### config.mk
export PLATFORM = sky130hd
export DESIGN_NAME = knn_query_ctrl
export DESIGN_NICKNAME = d
export VERILOG_FILES = /design/src/rtl/knn_query_ctrl.sv
export SDC_FILE = /design/constraint.sdc
export NUM_CORES = 1
export LEC_CHECK = 0
export BUFFER_PORTS_ARGS = -buffer_cell sky130_fd_sc_hd__buf_2
export CELL_PAD_IN_SITES_DETAIL_PLACEMENT = 1
export CELL_PAD_IN_SITES_GLOBAL_PLACEMENT = 1
export CORE_MARGIN = 8
export CORE_UTILIZATION = 40
export DETAILED_ROUTE_END_ITERATION = 10
export GPL_TIMING_DRIVEN = 0
export HOLD_SLACK_MARGIN = 0.06
export PLACE_DENSITY = 0.84
export RECOVER_POWER = 50
export SYNTH_ARGS = -nofsm -noshare
export SYNTH_HDL_FRONTEND = slang
export SYNTH_SLANG_ARGS = --single-unit
export TNS_END_PERCENT = 5
### constraint.sdc
create_clock -name clk -period 1.6 [get_ports clk]
set_input_delay 0.4 -clock clk [delete_from_list [all_inputs] [get_ports clk]]
set_output_delay 0.4 -clock clk [all_outputs]
set_load 0.02 [all_outputs]
### src/rtl/knn_query_ctrl.sv
// KNN query sequencer: clears the top-K sorter, replays cached neighbours (warm start),
// streams every dataset address, waits for the sorter, then commits the new top-K to the cache.
module knn_query_ctrl #(
   parameter int unsigned K        = 10,
   parameter int unsigned N_POINTS = 1024,
   parameter int unsigned ADDR_W   = (N_POINTS > 1) ? $clog2(N_POINTS) : 1,
   parameter int unsigned IDX_W    = (K > 1) ? $clog2(K) : 1
) (
   input  logic              clk,
   input  logic              rst,
   input  logic              query_valid,
   output logic              query_ready,
   input  logic              cache_invalidate,
   input  logic              dp_ready,
   output logic              dp_issue,
   output logic              dp_src,
   output logic [IDX_W-1:0]  cache_rd_idx,
   output logic [ADDR_W-1:0] mem_addr,
   output logic              topk_clear,
   input  logic              topk_done,
   output logic              cache_load,
   output logic              query_done,
   output logic              warm_valid,
   output logic              busy
);

   localparam logic [IDX_W-1:0]  IDX_LAST  = IDX_W'(K - 1);
   localparam logic [ADDR_W-1:0] ADDR_LAST = ADDR_W'(N_POINTS - 1);

   typedef enum logic [2:0] {
      S_IDLE,
      S_CLEAR,
      S_WARM,
      S_STREAM,
      S_DRAIN,
      S_WB
   } state_t;

   state_t            r_state;
   state_t            w_state_nxt;
   logic [IDX_W-1:0]  r_idx;
   logic [IDX_W-1:0]  w_idx_nxt;
   logic [ADDR_W-1:0] r_addr;
   logic [ADDR_W-1:0] w_addr_nxt;
   logic              r_warm_valid;
   logic              w_warm_nxt;

   logic r_query_ready, w_query_ready_nxt;
   logic r_dp_issue,    w_dp_issue_nxt;
   logic r_dp_src,      w_dp_src_nxt;
   logic r_topk_clear,  w_topk_clear_nxt;
   logic r_wb,          w_wb_nxt;
   logic r_busy,        w_busy_nxt;

   // Next state, counters and the registered Moore outputs decoded from the next state
   always_comb begin
      w_state_nxt = r_state;
      w_idx_nxt   = r_idx;
      w_addr_nxt  = r_addr;
      w_warm_nxt  = r_warm_valid;

      if (cache_invalidate) begin
         w_warm_nxt = 1'b0;
      end

      case (r_state)
         S_IDLE: begin
            if (query_valid && r_query_ready) begin
               w_state_nxt = S_CLEAR;
            end
         end
         S_CLEAR: begin
            w_idx_nxt   = '0;
            w_addr_nxt  = '0;
            w_state_nxt = r_warm_valid ? S_WARM : S_STREAM;
         end
         S_WARM: begin
            if (dp_ready) begin
               if (r_idx == IDX_LAST) begin
                  w_idx_nxt   = '0;
                  w_state_nxt = S_STREAM;
               end else begin
                  w_idx_nxt = r_idx + IDX_W'(1);
               end
            end
         end
         S_STREAM: begin
            if (dp_ready) begin
               if (r_addr == ADDR_LAST) begin
                  w_addr_nxt  = '0;
                  w_state_nxt = S_DRAIN;
               end else begin
                  w_addr_nxt = r_addr + ADDR_W'(1);
               end
            end
         end
         S_DRAIN: begin
            if (topk_done) begin
               w_state_nxt = S_WB;
            end
         end
         S_WB: begin
            // The capture of fresh results outranks a same-cycle invalidate
            w_warm_nxt  = 1'b1;
            w_state_nxt = S_IDLE;
         end
         default: begin
            w_state_nxt = S_IDLE;
         end
      endcase

      w_query_ready_nxt = (w_state_nxt == S_IDLE);
      w_dp_issue_nxt    = (w_state_nxt == S_WARM) || (w_state_nxt == S_STREAM);
      w_dp_src_nxt      = (w_state_nxt == S_STREAM);
      w_topk_clear_nxt  = (w_state_nxt == S_CLEAR);
      w_wb_nxt          = (w_state_nxt == S_WB);
      w_busy_nxt        = (w_state_nxt != S_IDLE);
   end

   always_ff @(posedge clk or posedge rst) begin
      if (rst) begin
         r_state       <= S_IDLE;
         r_idx         <= '0;
         r_addr        <= '0;
         r_warm_valid  <= 1'b0;
         r_query_ready <= 1'b1;
         r_dp_issue    <= 1'b0;
         r_dp_src      <= 1'b0;
         r_topk_clear  <= 1'b0;
         r_wb          <= 1'b0;
         r_busy        <= 1'b0;
      end else begin
         r_state       <= w_state_nxt;
         r_idx         <= w_idx_nxt;
         r_addr        <= w_addr_nxt;
         r_warm_valid  <= w_warm_nxt;
         r_query_ready <= w_query_ready_nxt;
         r_dp_issue    <= w_dp_issue_nxt;
         r_dp_src      <= w_dp_src_nxt;
         r_topk_clear  <= w_topk_clear_nxt;
         r_wb          <= w_wb_nxt;
         r_busy        <= w_busy_nxt;
      end
   end

   assign query_ready  = r_query_ready;
   assign dp_issue     = r_dp_issue;
   assign dp_src       = r_dp_src;
   assign cache_rd_idx = r_idx;
   assign mem_addr     = r_addr;
   assign topk_clear   = r_topk_clear;
   assign cache_load   = r_wb;
   assign query_done   = r_wb;
   assign warm_valid   = r_warm_valid;
   assign busy         = r_busy;

endmodule

==> impl_metrics.tcl <==
set metrics [dict create \
    synth.avg_cell_area_um2 9.59 \
    place_ws_ps -3.77 \
    ys_seq_elements 24 \
    via_count 1142 \
    fp.dieW_um 72.3 \
    power_density_nw_per_um2 1400 \
    synthesis.nets 141 \
    vias_per_cell 5.52 \
    irDropWorstVdd_uv 652 \
    clockRootBuffer "clkbuf_4" \
    grt_usage_pct 13.4 \
    p_leak_uw 0.000669 \
    skew_ps 8.55 \
    max-cap-violations 0 \
    dp.cells 203 \
    yosys-top-cells-area "dfrtp_1, nand2_1, nand3_1" \
    seqPwrFrac_pct 44.2 \
    rr_startpoint "r_state[1]" \
    yosys.area.top_type_share_pct 45.5 \
    hp-class "in -> async" \
    fin_nets 173 \
    timing.fmax_mhz 644 \
    internal_power_uw 1170 \
    rows 20 \
    drive_above_1_share_pct 23.9 \
    final_cells 207 \
    timing_worst_setup_path_type "reg -> reg" \
    p_clk_share_pct 13.5 \
    min_period_ps 1550 \
    cts_buffers 3 \
    relSlewSlack_pct 40.4 \
    cts_tree "yes" \
    synthToLayoutAreaGrowth_pct 17.0 \
    numPortBuffers 27 \
    swShare_pct 43.4 \
    finalCritPeriodShare_pct 97.0 \
    fin_util_pct 48.9 \
    async_flop_share_pct 100 \
    dr.pass1.iters 3 \
    cp-end-kind "flop" \
    grt_pass1_wl_mm 5.70 \
    yosysTopAreaCell "dfrtp_1" \
    synth_cell_types 40 \
    cts_sinks 24 \
    core_um2 3030 \
    synth_cells 132 \
    startpoint "r_state[1]" \
    synth_edf_count 0 \
    setup_viol 0 \
    postCtsSetupRepairBufs 0 \
    clock_path_buffers 2 \
    drt_iter0_drc 38 \
    grt_pass1_vias 1275 \
    drc_errors 0 \
    antenna_found_initial 0 \
    hold_violations 0 \
    io_pins 28 \
    netlist_area_um2 1270 \
    rsz0062_at_grt "yes" \
    cp_max_fo 8 \
    mostFrequentLayoutCells "buf_2, dfrtp_1, nand2_1" \
    pwr-share-comb_pct 42.4 \
    wl_per_cell_um 16.0 \
    grt.overflow.total 0 \
    cp.required_ps 1850 \
    ant_nets 0 \
    grt_max_degree 25 \
    initial_core_util_pct 41.8 \
    clk_latency_ps 320 \
    cp-start-kind "flop" \
    power.total_uw 2070 \
    setup_slack_ps 48.4 \
    largest_register_ffs 10 \
    status "completed" \
    tightest_slew_ps 894 \
    die_area_um2 5220 \
    p_sw_uw 898 \
    n_antenna_cell 0 \
    yosysSeqAreaShare_pct 47.5 \
    gp_congestion 0.835 \
    critPathArrivalTime_ps 1810 \
    slew_violations 0 \
    htreeDepth 1 \
    place_hpwl_mm 2.55 \
    yosysWarnings 0 \
    synth_flop_cell "dfrtp_1" \
    layout_commonest_cell "buf_2" \
    drt_wl_total_mm 3.31 \
    fp.dieH_um 72.3 \
    clk_pin_slew_ps 130 \
]
-- final cells by class --
| class | count | area, µm² |
|---|---|---|
| tap | 44 | 55.1 |
| inverter | 5 | 18.8 |
| sequential | 24 | 606 |
| timing repair buffer | 27 | 130 |
| buffer | 7 | 41.3 |
| multi-input combinational | 96 | 604 |
| fill | 380 | 1550 |
| clock buffer | 4 | 26.3 |
-- worst max-delay path: stages (launching register included) --
cell and delay [ps]:
dfrtp_1 390, buf_6 130, nor2b_1 150, or3_1 320, or3_1 320, a21oi_1 160
-- kinds of logic after synthesis --
logic type | after synthesis | share of synthesized area, %
AOI/OAI and AO/OA | 28 | 15.2
xor gates and xnor gates | 3 | 2.08
adders and majority gates | 3 | 2.96
buffers and inverters | 12 | 4.74
DFF | 24 | 47.5
muxes | 1 | 0.791
and+or+nand+nor | 61 | 26.7
-- power groups by stage --
stage	Combinational, µW	Clock [µW]	Sequential (µW)
after floorplan	477	0	1030
after detailed placement	887	0	921
after global routing	979	308	942
final	877	279	914
after global placement	853	0	905
after CTS	892	286	907
-- worst paths after layout --
check	to	slack [ps]	cells past startpoint
max	mem_addr[9]	50	5
min	mem_addr[6]	240	2
max reg2reg	mem_addr[9]	50	5
min reg2reg	cache_rd_idx[3]	510	1
max in group asynchronous	mem_addr[2]	740	2
min in group clk	warm_valid	250	2
-- layer usage --
metal  GRT usage (%)  up-vias  part of all wire (%)  wire length (µm)
li1                -      547                     -                 -
met1            14.7      564                    44              1460
met2            24.6       25                    50              1650
met3            2.62        6                   4.6               151
met4            5.22        0                   1.6                53
met5               0        -                     0                 0
-- through the flow --
| stage | instance area [µm²] | hold WS [ps] | TNS (ps) |
|---|---|---|---|
| floorplan | 1270 | 414 | 0 |
| global placement | 1460 | 489 | 0 |
| detailed placement | 1460 | 499 | -3.77 |
| CTS | 1480 | 256 | 0 |
| global route | 1480 | 248 | -21.6 |
| finish | 1480 | 244 | 0 |
-- synthesized netlist by cell type, drive strengths merged (2+ instances only) --
cell type  instances
and4               4
nand2             15
dfrtp             23
xnor2              3
and3               2
buf                5
nand4              3
a21oi              3
a31o               2
ha                 3
nor3               4
nand3b             3
o21ai             10
nand3             10
nand2b             4
o41ai              3
or3                3
nor2               6
inv                5
clkbuf             2
nor4               3
-- repair_timing --
item                                    in CTS  in global routing
hold buffers                                 0                  0
gates resized for setup                      0                  5
endpoints found under the hold margin        0                  0
endpoints found under the setup margin       0                 10
Power figures use the tool's default switching activity.
